**src/rtl/trig_gen.sv**
```systemverilog
// Trigger generator for the signal analyzer: masked value match, level/edge qualification, occurrence count, post-match delay.
// Optional cycle timestamp of the fire moment is built when TRIG_TIMESTAMP_EN is defined; otherwise trig_time reads 0.
module trig_gen #(
  parameter int DATA_WIDTH = 64,
  parameter int CNT_WIDTH  = 16
) (
  input  logic                  clk,
  input  logic                  rst,
  input  logic [DATA_WIDTH-1:0] probe,
  input  logic                  arm,
  input  logic                  force_trig,
  input  logic [DATA_WIDTH-1:0] match_val,
  input  logic [DATA_WIDTH-1:0] match_mask,
  input  logic                  edge_mode,
  input  logic [CNT_WIDTH-1:0]  count_target,
  input  logic [CNT_WIDTH-1:0]  delay,
  output logic                  trigger,
  output logic                  armed,
  output logic                  fired,
  output logic [CNT_WIDTH-1:0]  hit_count,
  output logic [31:0]           trig_time
);

  typedef enum logic [1:0] {IDLE, ARMED, DELAY, FIRED} state_t;

  state_t                  state_reg, state_next;
  logic [DATA_WIDTH-1:0]   probe_q_reg;
  logic                    arm_q_reg;
  logic                    match_prev_reg;
  logic [DATA_WIDTH-1:0]   match_val_l_reg;
  logic [DATA_WIDTH-1:0]   match_mask_l_reg;
  logic                    edge_mode_l_reg;
  logic [CNT_WIDTH-1:0]    count_target_l_reg;
  logic [CNT_WIDTH-1:0]    delay_l_reg;
  logic [CNT_WIDTH-1:0]    dly_cnt_reg, dly_cnt_next;
  logic [CNT_WIDTH-1:0]    hit_count_reg, hit_count_next;
  logic                    trigger_reg, trigger_next;
  logic                    armed_reg, armed_next;
  logic                    fired_reg, fired_next;

  logic                    arm_rise, arm_fall;
  logic                    load_cfg;
  logic                    match, hit;
  logic [DATA_WIDTH-1:0]   diff_bits;
  logic [CNT_WIDTH-1:0]    target_eff;
  logic [CNT_WIDTH-1:0]    hit_count_inc;
  logic [CNT_WIDTH:0]      hit_sum;
  logic                    count_reached;
  logic                    entering_fired;

  // Per-bit masked mismatch; the word matches when no compared bit differs.
  for (genvar gi = 0; gi < DATA_WIDTH; gi++) begin : g_cmp
    assign diff_bits[gi] = (probe_q_reg[gi] ^ match_val_l_reg[gi]) & match_mask_l_reg[gi];
  end

  assign match    = ~|diff_bits;
  assign hit      = edge_mode_l_reg ? (match & ~match_prev_reg) : match;
  assign arm_rise = arm & ~arm_q_reg;
  assign arm_fall = ~arm & arm_q_reg;

  assign target_eff    = (count_target_l_reg == '0) ? CNT_WIDTH'(1) : count_target_l_reg;
  assign hit_count_inc = (&hit_count_reg) ? hit_count_reg : hit_count_reg + CNT_WIDTH'(1);
  // Compare on the unsaturated sum so a saturated counter still qualifies.
  assign hit_sum       = {1'b0, hit_count_reg} + (CNT_WIDTH+1)'(1);
  assign count_reached = hit_sum >= {1'b0, target_eff};

  // State and datapath register
  always_ff @(posedge clk or negedge rst) begin
    if (!rst) begin
      state_reg          <= IDLE;
      probe_q_reg        <= '0;
      arm_q_reg          <= 1'b0;
      match_prev_reg     <= 1'b1;
      match_val_l_reg    <= '0;
      match_mask_l_reg   <= '0;
      edge_mode_l_reg    <= 1'b0;
      count_target_l_reg <= '0;
      delay_l_reg        <= '0;
      dly_cnt_reg        <= '0;
      hit_count_reg      <= '0;
      trigger_reg        <= 1'b0;
      armed_reg          <= 1'b0;
      fired_reg          <= 1'b0;
    end else begin
      state_reg     <= state_next;
      probe_q_reg   <= probe;
      arm_q_reg     <= arm;
      dly_cnt_reg   <= dly_cnt_next;
      hit_count_reg <= hit_count_next;
      trigger_reg   <= trigger_next;
      armed_reg     <= armed_next;
      fired_reg     <= fired_next;
      // Forcing match_prev high at arm time keeps a match already present from counting as an edge.
      match_prev_reg <= load_cfg ? 1'b1 : match;
      if (load_cfg) begin
        match_val_l_reg    <= match_val;
        match_mask_l_reg   <= match_mask;
        edge_mode_l_reg    <= edge_mode;
        count_target_l_reg <= count_target;
        delay_l_reg        <= delay;
      end
    end
  end

  // Next-state logic; disarm outranks force, force outranks a hit.
  always_comb begin
    state_next     = state_reg;
    dly_cnt_next   = dly_cnt_reg;
    hit_count_next = hit_count_reg;
    load_cfg       = 1'b0;
    if (arm_fall) begin
      state_next = IDLE;
    end else begin
      case (state_reg)
        IDLE: begin
          if (arm_rise) begin
            load_cfg       = 1'b1;
            hit_count_next = '0;
            state_next     = ARMED;
          end
        end
        ARMED: begin
          if (force_trig) begin
            state_next = FIRED;
          end else if (hit) begin
            hit_count_next = hit_count_inc;
            if (count_reached) begin
              if (delay_l_reg == '0) begin
                state_next = FIRED;
              end else begin
                dly_cnt_next = delay_l_reg;
                state_next   = DELAY;
              end
            end
          end
        end
        DELAY: begin
          if (force_trig || (dly_cnt_reg == CNT_WIDTH'(1))) begin
            state_next = FIRED;
          end else begin
            dly_cnt_next = dly_cnt_reg - CNT_WIDTH'(1);
          end
        end
        FIRED: begin
          state_next = FIRED;
        end
        default: begin
          state_next = IDLE;
        end
      endcase
    end
  end

  // Outputs are registered from the next state so trigger rises on the edge that enters FIRED.
  always_comb begin
    trigger_next = (state_next == FIRED);
    fired_next   = (state_next == FIRED);
    armed_next   = (state_next == ARMED) || (state_next == DELAY);
  end

  assign entering_fired = (state_next == FIRED) && (state_reg != FIRED);

  assign trigger   = trigger_reg;
  assign armed     = armed_reg;
  assign fired     = fired_reg;
  assign hit_count = hit_count_reg;

`ifdef TRIG_TIMESTAMP_EN
  logic [31:0] ts_cnt_reg, ts_cnt_next;
  logic [31:0] trig_time_reg;

  // Cycle counter restarts at the arm edge, so the latched value is cycles elapsed since arm.
  assign ts_cnt_next = load_cfg ? 32'd0 : ts_cnt_reg + 32'd1;

  always_ff @(posedge clk or negedge rst) begin
    if (!rst) begin
      ts_cnt_reg    <= 32'd0;
      trig_time_reg <= 32'd0;
    end else begin
      ts_cnt_reg <= ts_cnt_next;
      if (load_cfg) begin
        trig_time_reg <= 32'd0;
      end else if (entering_fired) begin
        trig_time_reg <= ts_cnt_next;
      end
    end
  end

  assign trig_time = trig_time_reg;
`else
  logic unused_fire_flag;
  assign unused_fire_flag = entering_fired;
  assign trig_time        = 32'd0;
`endif

endmodule

```
**config.mk**
```make
export PLATFORM = sky130hd
export DESIGN_NAME = trig_gen
export DESIGN_NICKNAME = d
export VERILOG_FILES = /design/src/rtl/trig_gen.sv
export SDC_FILE = /design/constraint.sdc
export NUM_CORES = 1
export LEC_CHECK = 0
export CORE_MARGIN = 10
export CORE_UTILIZATION = 30
export CTS_CLUSTER_SIZE = 24
export DETAILED_ROUTE_END_ITERATION = 7
export PLACE_DENSITY = 0.59
export SKIP_CTS_REPAIR_TIMING = 1
export SYNTH_ARGS = -nofsm -noshare
export SYNTH_HDL_FRONTEND = slang
export SYNTH_SLANG_ARGS = --single-unit
```
**constraint.sdc**
```tcl
create_clock -name clk -period 2.87 [get_ports clk]
set_input_delay 0.574 -clock clk [delete_from_list [all_inputs] [get_ports clk]]
set_output_delay 0.574 -clock clk [all_outputs]
set_load 0.1 [all_outputs]
```
# --- After elaboration in Yosys (flattened, before gate mapping) ---
# Index checks and enable logic that the tools add are counted.
totals:
  romBits: 0
  inputBits: 229
  mem_bits_rw: 0
  word_cells: 203
  out_inout_bits: 51
  reg_bits: 263
  mem_count: 0
  latch_bits: 0
op_classes:
  n_mux: 25
  n_reduce_logical: 12
  n_mul: 0
  n_lt_le_gt_ge: 1
  bitwise: 135
  addsub: 3
  shifts: 0
  n_div: 0
  n_eq_ne: 14
op_table:
  columns: ["op", "n"]
  rows:
  - ["$mux W16", 10]
  - ["$and A1 B1 Y1", 67]
  - ["$pmux W16 S2", 2]
  - ["$reduce_or A64 Y1", 1]
  - ["$xor A1 B1 Y1", 64]
  - ["$logic_not A16 Y1", 2]
  - ["$add A16 B1 Y17 const B", 1]
  - ["$ge A17 B16 Y1", 1]
  - ["$add A16 B1 Y16 const B", 1]
  - ["$eq A16 B1 Y1 const B", 1]
  - ["$reduce_and A16 Y1", 1]
  - ["$sub A16 B1 Y16 const B", 1]
  - ["$ne A2 B2 Y1 const B", 7]
  - ["$mux W2", 6]
  - ["$eq A2 B2 Y1 const B", 4]
  - ["$pmux W2 S4", 1]
  - ["$reduce_and A7 Y1", 1]
  - ["$mux W1", 6]
  - ["$reduce_and A6 Y1", 1]
  - ["$eq A2 B1 Y1 const B", 2]
  - ["$not A1 Y1", 4]
  - ["$reduce_bool A2 Y1", 2]
  - ["$logic_not A2 Y1", 1]
  - ["$logic_or A1 B1 Y1", 2]
  - ["$logic_not A1 Y1", 1]

# --- Longest topological paths before layout ---
# Gate-level depths: netlist (run 1).
logic_depth:
  word_depth: 12
  depth_mapped: 14
  mapped_depth_nobuf: 13

# --- Worst setup path after synthesis (run 1) ---
# No wires, ideal clock.
synth_path:
  path_type: "register -> register"
  startpoint: "register hit_count_reg[0] (netlist: hit_count[0])"
  endpoint: "register dly_cnt_reg[10]"
  synth_period_minus_slack_ns: 3.850
  path_stages_with_launch: 15
  t_arrival_ns: 3.708
  t_required_ns: 2.729
  setup_slack_ns: -0.980
  setup_ns: 0.141
  n_path_buf: 1
  path_cell_list: "dfrtp_1 ha_1 nand4_1 nor3_2 and3_1 xor2_1 ha_1 a21oi_1 nor2b_1 o41ai_1 and4_4 nand4b_2 and2_4 buf_6 o221ai_1"
synth_via:
  elab_chain_cells: 4
synth_lines:
  columns: ["item", "line_no", "source"]
  rows:
  - ["start: declaration", "36", "logic [CNT_WIDTH-1:0] hit_count_reg, hit_count_next;"]
  - ["start signal: assignment", "89", "hit_count_reg <= hit_count_next;"]
  - ["$add A16 B1 Y17", "64", "assign hit_sum = {1'b0, hit_count_reg} + (CNT_WIDTH+1)'(1);"]
  - ["$ge A17 B16 Y1", "65", "assign count_reached = hit_sum >= {1'b0, target_eff};"]
  - ["$ne A2 B2 Y1 (no source line)", null, null]
  - ["$reduce_and A7 Y1 (no source line)", null, null]
  - ["end signal: assignment", "88", "dly_cnt_reg <= dly_cnt_next;"]
  - ["end: declaration", "35", "logic [CNT_WIDTH-1:0] dly_cnt_reg, dly_cnt_next;"]
# No other way between the ends.
# A chain may end at the register's enable or synchronous reset.

# --- Worst setup path in the final report (run 1) ---
layout_path:
  startpoint: "register hit_count_reg[1] (netlist: hit_count[1])"
  endpoint: "register dly_cnt_reg[5]"
# The elaborated chain is that of the path after synthesis.

==> impl_metrics.py, run 1 <==
metrics = {
    "synth": {
        "synthCells": 1204,
        "async_reset_ff_share_pct": 100.0,
        "ys_warn_count": 0,
        "synth_seq_cells": 263,
        "ys.flop_type": "dfrtp_1",
        "syn_area_mm2": 0.01152,
        "syn_area_per_cell_um2": 9.568,
        "synth_edf_count": 0,
        "synth.distinct_cells": 51,
        "yosysSeqAreaShare_pct": 57.14,
    },
    "timing": {
        "fmax_ghz": 0.3212,
        "finalClockSkew_ps": 27.52,
        "setup_slack_ps": -242.9,
        "report.final.hold_viol_count": 3,
        "fin_tns_setup_ps": -3374,
        "grt_setup_unrepaired": "true",
        "whs_ps": -16.64,
        "final_max_slew_viol_count": 0,
        "fin_crit_sh_pct": 108.5,
        "tightest_slew_ps": 1039,
        "fin_crit_ps": 3113,
        "setup_viol": 19,
        "slew_headroom_pct": 30.71,
    },
    "power": {
        "finalPower_mw": 13.21,
        "power_density_mw_per_mm2": 817.3,
        "peakVddDrop_v": 0.0003669,
        "leakagePower_nw": 7.743,
    },
    "setup_path": {
        "end_kind": "register",
        "critPathBufInv": 1,
        "cp_data_arrival_time_ps": 3500,
        "critPathTopFamily": "simple AND/OR/NAND/NOR gates",
        "path_max_fanout": 5,
        "cpMostUsedCell": "a21oi_2",
        "crit_chain": "ha_4, nand4_1, nor3_2, and3_1, xor2_1, ha_1, a21oi_2, nor2b_1, o41ai_2, and4_4, nand4b_4, buf_6, a21oi_2, o22a_1",
        "crit_required_ps": 3260,
        "max_stage_delay_ps": 420,
        "criticalPathCategory": "reg2reg",
        "cp-start-kind": "register",
        "critPathSlowestCell": "dfrtp_4",
    },
    "detailed_routing": {
        "wl_per_cell_um": 17.19,
        "ant_nets": 0,
        "drt-initial-drc-count": 524,
        "drc": 0,
        "vias": 9145,
        "drt-pass1-iter-count": 5,
        "viasPerCell": 4.489,
        "drt_wl_total_um": 35030,
    },
    "floorplan": {
        "core_mm2": 0.03776,
        "pin_count": 280,
        "rows": 71,
        "dieHeight_um": 216.0,
        "initial_utilization_pct": 30.51,
        "die_w_um": 216.0,
        "die-area_mm2": 0.04664,
    },
    "finish": {
        "final_util_pct": 42.81,
        "area_delta_synth_final_pct": 40.30,
        "fillCellCount": 3709,
        "drive_gt1_share_pct": 12.52,
        "finalInstanceArea_mm2": 0.01616,
        "stdcell_count": 2037,
        "fin_nets": 1750,
    },
    "min_path": {
        "hold_path.class": "in2async",
    },
    "clock_tree": {
        "cts_inserted_buffers": 34,
        "cts_root_buffer": "clkbuf_16",
        "cts.clk_slew.worst_paths_ps": 60,
        "htree_levels": 2,
        "cts_sinks": 263,
        "cts_tree": "built",
        "clk_latency_ps": 510,
        "clockBufferDepth": 3,
    },
    "place": {
        "place_inst": 1970,
        "globalplace.congestion": 0.8459,
        "numPortBuffers": 247,
        "dp_hpwl_um": 26090,
        "postPlaceCellArea_mm2": 0.01488,
    },
    "outcome": {
        "violations": "negative hold slack, negative setup slack",
        "outcome": "complete, but fails checks",
    },
    "global_route": {
        "busiest_layer": "met2",
        "grt_first_pass_wirelength_um": 55020,
        "met1_usage_pct": 18.68,
        "first_global_vias": 9778,
        "overflow": 0,
        "antenna_found_initial": 2,
        "grt_max_degree": 75,
        "grt_use_met2_pct": 24.00,
        "grtUsageTotal_pct": 14.68,
        "grt_use_met3_pct": 4.699,
    },
    "flow_run": {
        "cap_violations": 0,
    },
}
-- layout make-up --
| cell class | count | area [µm²] | area share, % |
|---|---|---|---|
| Tap cell | 511 | 639.4 | 3.956 |
| Sequential cell | 263 | 6621 | 40.97 |
| Timing Repair Buffer | 314 | 3028 | 18.73 |
| Clock buffer | 51 | 985.9 | 6.100 |
| Multi-Input combinational cell | 866 | 4677 | 28.94 |
| Antenna cell | 1 | 2.502 | 0.01548 |
| Clock inverter | 9 | 125.1 | 0.7742 |
| Inverter | 22 | 82.58 | 0.5110 |
-- synthesized netlist by cell type (2+ instances only) --
library cell    n  area [µm²]
clkbuf_1       44       165.2
buf_2           2       10.01
o311ai_0        2       17.52
nand4_1        22       137.6
nor4_1          8       50.05
buf_4          33       247.7
xor2_1         71       621.9
xnor2_1         8       70.07
dfrtp_1       262        6556
o221ai_1        5       43.79
a22oi_1        33       247.7
a41o_1          4       40.04
buf_1           3       11.26
nor3_1         13       65.06
o31ai_1         3       22.52
o211ai_2        2       25.02
nand2_1       486        1824
ha_1           20       250.2
a221oi_2        4       60.06
nand2b_1        3       18.77
o211ai_1        6       45.04
and3_1         11       68.82
nor2_1         19       71.32
a21oi_1        24       120.1
nor2b_1         4       25.02
nand3_1        29       145.1
a31oi_1         9       56.30
or3_1           3       18.77
nor4_4          2       42.54
o22a_1          2       17.52
o21ai_0        22       110.1
buf_6           3       33.78
inv_1          22       82.58
o21ai_1         3       15.01
-- per-layer routing --
| layer | part of all wire [%] | vias to the layer above | routed length (µm) |
|---|---|---|---|
| met5 | 0.049 | - | 17 |
| met4 | 1.6 | 2 | 561 |
| met3 | 7.3 | 43 | 2563 |
| met2 | 47 | 243 | 16520 |
| met1 | 44 | 4361 | 15360 |
| li1 | - | 4496 | - |
-- logic make-up (layout without fill, tap and decap cells) --
group                      after synthesis  after routing  share of synthesized area, %
DFF                                    263            263                         57.14
AOI/OAI and AO/OA                      124            124                         7.494
other                                    1             33                       0.03255
xor gates and xnor gates                79             79                         6.006
and+or+nand+nor                        610            611                         22.37
buffers and inverters                  107            396                         4.779
adders and majority gates               20             20                         2.172
-- per-stage QoR --
stage	setup slack (ps)	hold WS, ps
5_1_grt	-396.0	6.915
3_5_place_dp	-292.7	462.8
2_1_floorplan	-292.3	278.4
6_report	-242.9	-16.64
4_1_cts	-326.9	4.695
3_3_place_gp	-196.9	458.5
-- worst reg2reg max path: cells and delay by family (launching register included) --
kind | cells | cell delay, ps
xor+xnor | 1 | 200
flops | 1 | 420
compound gates | 4 | 660
buf+inv | 1 | 140
fa+ha+maj | 2 | 410
simple gates | 6 | 1150
-- cells in the final DEF (no fill, tap or decap), types with 12 or more instances in the layout --
cell type        Yosys  final
nor2_1              19     18
conb_1               1     32
a22oi_1             33     32
clkbuf_16            0     35
inv_1               22     22
nand3_1             29     29
nor3_1              13     12
dfrtp_1            262    247
nand4_1             22     22
ha_1                20     19
xor2_1              71     70
a21oi_1             24     19
clkdlybuf4s50_1      0    227
buf_4               33     77
nand2_1            486    485
o21ai_0             22     21
-- path summary, 6_finish.rpt --
kind,end,startpoint,slack (ps),cells past startpoint
min in group clk,match_mask_l_reg[57],match_mask_l_reg[57],470,2
max in group asynchronous,match_val_l_reg[63],rst,2090,2
setup / recovery,dly_cnt_reg[5],hit_count[1],-240,14
setup reg to reg,dly_cnt_reg[5],hit_count[1],-240,14
hold / removal,match_val_l_reg[23],rst,-20,1
hold reg to reg,match_mask_l_reg[57],match_mask_l_reg[57],470,2
-- report_power, final --
part	internal, mW	switching [mW]	total [mW]
Clock	2.57	1.60	4.17
Combinational	1.42	1.91	3.33
Sequential	4.87	0.832	5.71
Note: power is estimated with default switching activity, not from simulation.
==> inputs of run 2 (changes only) <==
--- a/config.mk
+++ b/config.mk
@@ -7,9 +7,10 @@
 export LEC_CHECK = 0
 export CORE_MARGIN = 10
 export CORE_UTILIZATION = 30
-export CTS_CLUSTER_SIZE = 24
+export CTS_CLUSTER_SIZE = 40
 export DETAILED_ROUTE_END_ITERATION = 7
 export PLACE_DENSITY = 0.59
+export SETUP_SLACK_MARGIN = 0.5
 export SKIP_CTS_REPAIR_TIMING = 1
 export SYNTH_ARGS = -nofsm -noshare
 export SYNTH_HDL_FRONTEND = slang
==> run 2 against run 1 <==
Compared with the run above:
- the run still ends with negative hold slack, negative setup slack left
- final area grew 1.5%
- largest power group unchanged
- routed wire length grew 0.82%
- sequential share of layout area shrank 0.59 points
- combinational power grew 2%
- via count grew 0.77%
- total power grew 0.47%
==> impl_metrics.py, run 2 (synthesis gave the netlist of run 1 again) <==
metrics = {
    "setup_path": {
        "criticalPathCategory": "reg2reg",
        "cp_data_arrival_time_ps": 3530,
        "worst-r2r-cell-count": 14,
        "r2r-start": "hit_count[1]",
        "cp-start-kind": "register",
        "reg2reg_to": "dly_cnt_reg[5]",
        "crit_required_ps": 3260,
        "end_kind": "register",
        "path_max_fanout": 5,
        "r2r_setup_slack_ps": -270,
    },
    "finish": {
        "layout_common_cells": "nand2_1 (482), dfrtp_1 (247), clkdlybuf4s50_1 (227), buf_4 (75), xor2_1 (70)",
        "finalInstanceArea_mm2": 0.01640,
        "drive_gt1_share_pct": 14.36,
        "fin_nets": 1757,
        "fillCellCount": 3695,
        "layout_commonest_cell": "nand2_1",
        "area_delta_synth_final_pct": 42.36,
    },
    "place": {
        "numPortBuffers": 247,
        "pre_cts_ws_ps": -292.7,
        "dp_hpwl_um": 26090,
        "globalplace.congestion": 0.8459,
        "postPlaceCellArea_mm2": 0.01488,
    },
    "clock_tree": {
        "htree_levels": 2,
        "cts.clk_slew.worst_paths_ps": 60,
        "clockBufferDepth": 3,
        "cts_tree": "built",
        "cts_inserted_buffers": 34,
        "cts_sinks": 263,
        "clk_latency_ps": 510,
        "cts_root_buffer": "clkbuf_16",
    },
    "detailed_routing": {
        "drt-pass1-iter-count": 4,
        "viasPerCell": 4.508,
        "drt-initial-drc-count": 492,
        "drc": 0,
        "ant_nets": 0,
        "wl_per_cell_um": 17.28,
        "vias": 9215,
        "drt_wl_total_um": 35310,
    },
    "flow_run": {
        "cap_violations": 0,
    },
    "timing": {
        "grt_setup_unrepaired": "true",
        "report.final.hold_viol_count": 3,
        "slew_headroom_pct": 31.70,
        "whs_ps": -18.31,
        "final_max_slew_viol_count": 0,
        "fin_crit_sh_pct": 109.4,
        "tightest_slew_ps": 1024,
        "setup_viol": 19,
        "fmax_ghz": 0.3185,
        "fin_crit_ps": 3139,
        "setup_slack_ps": -269.4,
        "finalClockSkew_ps": 27.65,
    },
    "floorplan": {
        "rows": 71,
        "initial_utilization_pct": 30.51,
        "die_w_um": 216.0,
        "die-area_mm2": 0.04664,
        "pin_count": 280,
        "core_mm2": 0.03776,
        "dieHeight_um": 216.0,
    },
    "global_route": {
        "first_global_vias": 9778,
        "antenna_found_initial": 2,
        "grt_first_pass_wirelength_um": 55020,
        "grt_max_degree": 75,
        "grtUsageTotal_pct": 14.68,
        "overflow": 0,
    },
    "outcome": {
        "outcome": "complete, but fails checks",
        "violations": "negative hold slack, negative setup slack",
    },
    "power": {
        "leakagePower_nw": 7.810,
        "power_density_mw_per_mm2": 809.2,
        "peakVddDrop_v": 0.0003670,
    },
    "min_path": {
        "hold_path.class": "in2async",
    },
}
run 2: metal layers:
metal	wire [µm]	global-route usage, %	up-vias
li1	-	-	4514
met3	2469	4.699	44
met5	17	0	-
met4	566	2.960	2
met2	16750	24.00	228
met1	15510	18.68	4427
run 2: per-stage QoR:
step | instances | total power, mW | setup TNS, ps | utilization, %
after floorplan | 1235 | 7.721 | -4335 | -
after global placement | 1970 | 9.009 | -2651 | 39.40
after detailed placement | 1970 | 9.096 | -4023 | 39.40
after CTS | 2030 | 13.38 | -4828 | 42.35
after global routing | 2043 | 14.20 | -6615 | 43.43
final | 2044 | 13.27 | -3952 | 43.44
run 2: critical path, stage by stage, from the launching register on:
cell	delay [ps]
dfrtp_4	420
ha_4	130
nand4_1	160
nor3_2	270
and3_1	200
xor2_1	200
ha_1	280
a21oi_2	130
nor2b_1	60
o41ai_2	280
and4_4	300
nand4b_4	180
buf_6	140
a21oi_2	50
o22a_1	210
run 2: worst max path at each step:
stage | startpoint | end | slack [ps] | cells after the start
after floorplan | hit_count[0] | dly_cnt_reg[10] | -290 | 13
after global placement | hit_count[1] | dly_cnt_reg[5] | -200 | 14
after detailed placement | hit_count[1] | dly_cnt_reg[7] | -290 | 13
after CTS | hit_count[1] | dly_cnt_reg[7] | -330 | 13
after global routing | hit_count[1] | armed | -400 | 13
final | hit_count[1] | dly_cnt_reg[5] | -270 | 14
run 2: final cells by class:
| type | instances | area, µm² | share of cell area, % |
|---|---|---|---|
| Clock buffer | 51 | 985.9 | 6.012 |
| Clock inverter | 9 | 125.1 | 0.7630 |
| Inverter | 22 | 82.58 | 0.5035 |
| Antenna cell | 1 | 2.502 | 0.01526 |
| Timing Repair Buffer | 321 | 3146 | 19.18 |
| Sequential cell | 263 | 6621 | 40.38 |
| Tap cell | 511 | 639.4 | 3.899 |
| Multi-Input combinational cell | 866 | 4797 | 29.25 |
run 2: where the power goes:
part / internal, mW / leakage, nW / switching (mW)
sequential: 4.87 / 3.20 / 0.848
clock: 2.57 / 0.542 / 1.60
combinational: 1.44 / 4.07 / 1.94
==> inputs of run 3 (changes only) <==
--- a/config.mk
+++ b/config.mk
@@ -9,7 +9,7 @@
 export CORE_UTILIZATION = 30
 export CTS_CLUSTER_SIZE = 40
 export DETAILED_ROUTE_END_ITERATION = 7
-export PLACE_DENSITY = 0.59
+export PLACE_DENSITY = 0.57
 export SETUP_SLACK_MARGIN = 0.5
 export SKIP_CTS_REPAIR_TIMING = 1
 export SYNTH_ARGS = -nofsm -noshare
==> constraint.sdc (replaced) <==
create_clock -name clk -period 4 [get_ports clk]
set_input_delay 0.8 -clock clk [delete_from_list [all_inputs] [get_ports clk]]
set_output_delay 0.8 -clock clk [all_outputs]
set_load 0.1 [all_outputs]
==> run 3 against run 2 <==
Compared with the run above:
- the run now ends clean
- maximum frequency down 6.6%
- clock skew decreased by 12 ps
- register-to-register slack better by 910 ps
- final area is 4.8% lower
- core utilization fell by 2.1 points
- non-clock buffer count decreased by 55
- hold slack better by 330 ps
- cell count shrank 2.9%
- combinational power down 34%
- first-iteration DRC count is 22% higher
- critical path depth shrank 1
- largest power group unchanged
- highest routed layer unchanged
==> impl_metrics.py, run 3 (synthesis gave the netlist of run 1 again) <==
metrics = {
    "outcome": {
        "outcome": "finished, final reports clean",
    },
    "clock_tree": {
        "cts_tree": "built",
        "cts_root_buffer": "clkbuf_16",
        "cts_sinks": 263,
        "htree_levels": 1,
        "clk_latency_ps": 560,
        "cts.clk_slew.worst_paths_ps": 60,
        "clockBufferDepth": 3,
        "cts_inserted_buffers": 29,
    },
    "setup_path": {
        "end_kind": "register",
        "criticalPathCategory": "reg2reg",
        "crit_required_ps": 4460,
        "cp-start-kind": "register",
        "path_max_fanout": 6,
        "cp_data_arrival_time_ps": 3820,
    },
    "power": {
        "p_int_mw": 6.078,
        "peakVddDrop_v": 0.0003113,
        "clkPwrFrac_pct": 30.4,
        "switching_share_pct": 33.31,
        "power_density_mw_per_mm2": 583.8,
        "leakagePower_nw": 7.462,
        "pwr-share-seq_pct": 45.1,
        "power.switching_mw": 3.036,
        "comb_power_share_pct": 24.6,
    },
    "floorplan": {
        "die_w_um": 216.0,
        "die-area_mm2": 0.04664,
        "dieHeight_um": 216.0,
        "rows": 71,
        "initial_utilization_pct": 30.51,
        "pin_count": 280,
        "core_mm2": 0.03776,
    },
    "detailed_routing": {
        "drt-initial-drc-count": 602,
        "viasPerCell": 4.555,
        "drc": 0,
        "drt_wl_total_um": 34250,
        "wl_per_cell_um": 17.26,
        "ant_nets": 0,
        "drt-pass1-iter-count": 5,
        "vias": 9037,
    },
    "place": {
        "globalplace.congestion": 0.8483,
        "pre_cts_ws_ps": 366.3,
        "numPortBuffers": 247,
        "dp_hpwl_um": 24860,
    },
    "global_route": {
        "first_global_vias": 9569,
        "grtUsageTotal_pct": 14.31,
        "grt_first_pass_wirelength_um": 54100,
        "overflow": 0,
        "grt_max_degree": 128,
        "antenna_found_initial": 8,
    },
    "finish": {
        "fillCellCount": 3780,
        "fin_nets": 1698,
        "drive_gt1_share_pct": 7.269,
        "multi_input_area_mm2": 0.004602,
        "layout_common_cells": "nand2_1 (485), dfrtp_1 (254), clkdlybuf4s50_1 (246), xor2_1 (70), a22oi_1 (33)",
        "layout_commonest_cell": "nand2_1",
        "area_delta_synth_final_pct": 35.51,
        "seqCellArea_mm2": 0.006595,
    },
    "timing": {
        "whs_ps": 312.8,
        "final_max_slew_viol_count": 0,
        "finalClockSkew_ps": 15.20,
        "slew_headroom_pct": 30.23,
        "fin_tns_setup_ps": 0,
        "fin_crit_sh_pct": 84.00,
        "setup_viol": 0,
        "fin_crit_ps": 3360,
        "report.final.hold_viol_count": 0,
        "setup_slack_ps": 640.1,
        "fmax_ghz": 0.2976,
        "grt_setup_unrepaired": "true",
        "tightest_slew_ps": 1043,
    },
    "min_path": {
        "hold_path.class": "in2async",
    },
    "flow_run": {
        "cap_violations": 0,
    },
}
-- run 3: changes by cell type in the layout (fill, tap and decap cells not counted), moves of 7 or more --
cell	previous run	this run
dfrtp_1	247	254
dfrtp_4	8	1
buf_6	8	1
a22oi_1	25	33
buf_4	75	13
clkbuf_16	36	29
clkdlybuf4s50_1	227	246
clkbuf_1	11	1
clkinv_2	3	10
a22oi_2	8	0
nand3_1	21	28
-- run 3: power groups by stage --
stage	combinational, mW	clock, mW	sequential, mW
6_report	2.24	2.77	4.11
5_1_grt	2.56	2.96	4.21
2_1_floorplan	1.53	0	4.01
3_3_place_gp	2.23	0	4.12
4_1_cts	2.28	2.85	4.11
3_5_place_dp	2.27	0	4.15
-- run 3: final timing paths --
kind / start / end / slack, ps / cells after the start
worst max-delay path: hit_count[0] / dly_cnt_reg[11] / 640 / 13
worst min-delay path: rst / probe_q_reg[10] / 310 / 1
worst max register to register: hit_count[0] / dly_cnt_reg[11] / 640 / 13
worst min register to register: match_mask_l_reg[19] / match_mask_l_reg[19] / 470 / 2
max in group asynchronous: rst / delay_l_reg[7] / 2820 / 2
min in group clk: match_mask_l_reg[19] / match_mask_l_reg[19] / 470 / 2
-- run 3: metrics by stage --
stage | std cells | utilization, % | total power, mW | instance area (µm²)
after detailed placement | 1924 | 38.39 | 6.417 | 14490
final | 1984 | 41.35 | 9.114 | 15610
after global routing | 1984 | 41.35 | 9.735 | 15610
after CTS | 1978 | 41.04 | 9.235 | 15490
after global placement | 1924 | 38.39 | 6.349 | 14490
after floorplan | 1235 | - | 5.537 | 11650
-- run 3: cell type report --
cell class / count / share of cell area, %
sequential: 263 / 42.25
multi-input combinational: 867 / 29.48
timing repair buffer: 266 / 17.21
clock buffer: 36 / 5.202
tap: 511 / 4.096
clock inverter: 18 / 1.218
inverter: 22 / 0.5290
antenna: 1 / 0.01603
-- run 3: critical path: stages, from the launching register on --
cell      delay (ps)
dfrtp_4          450
ha_2             250
nand4_1          210
nor3_4           220
and3_1           220
xor2_2           170
ha_1             260
a21oi_1          170
nor2b_1           70
o41ai_2          270
and4_4           300
nand4b_2         220
nand2_2          120
a221oi_2         310
-- run 3: layer usage --
layer / wire length (µm) / GRT usage, % / vias to the layer above
li1: - / - / 4392
met1: 15140 / 18.67 / 4325
met2: 16010 / 23.01 / 262
met3: 2446 / 4.448 / 48
met4: 587 / 2.727 / 10
met5: 64 / 0 / -
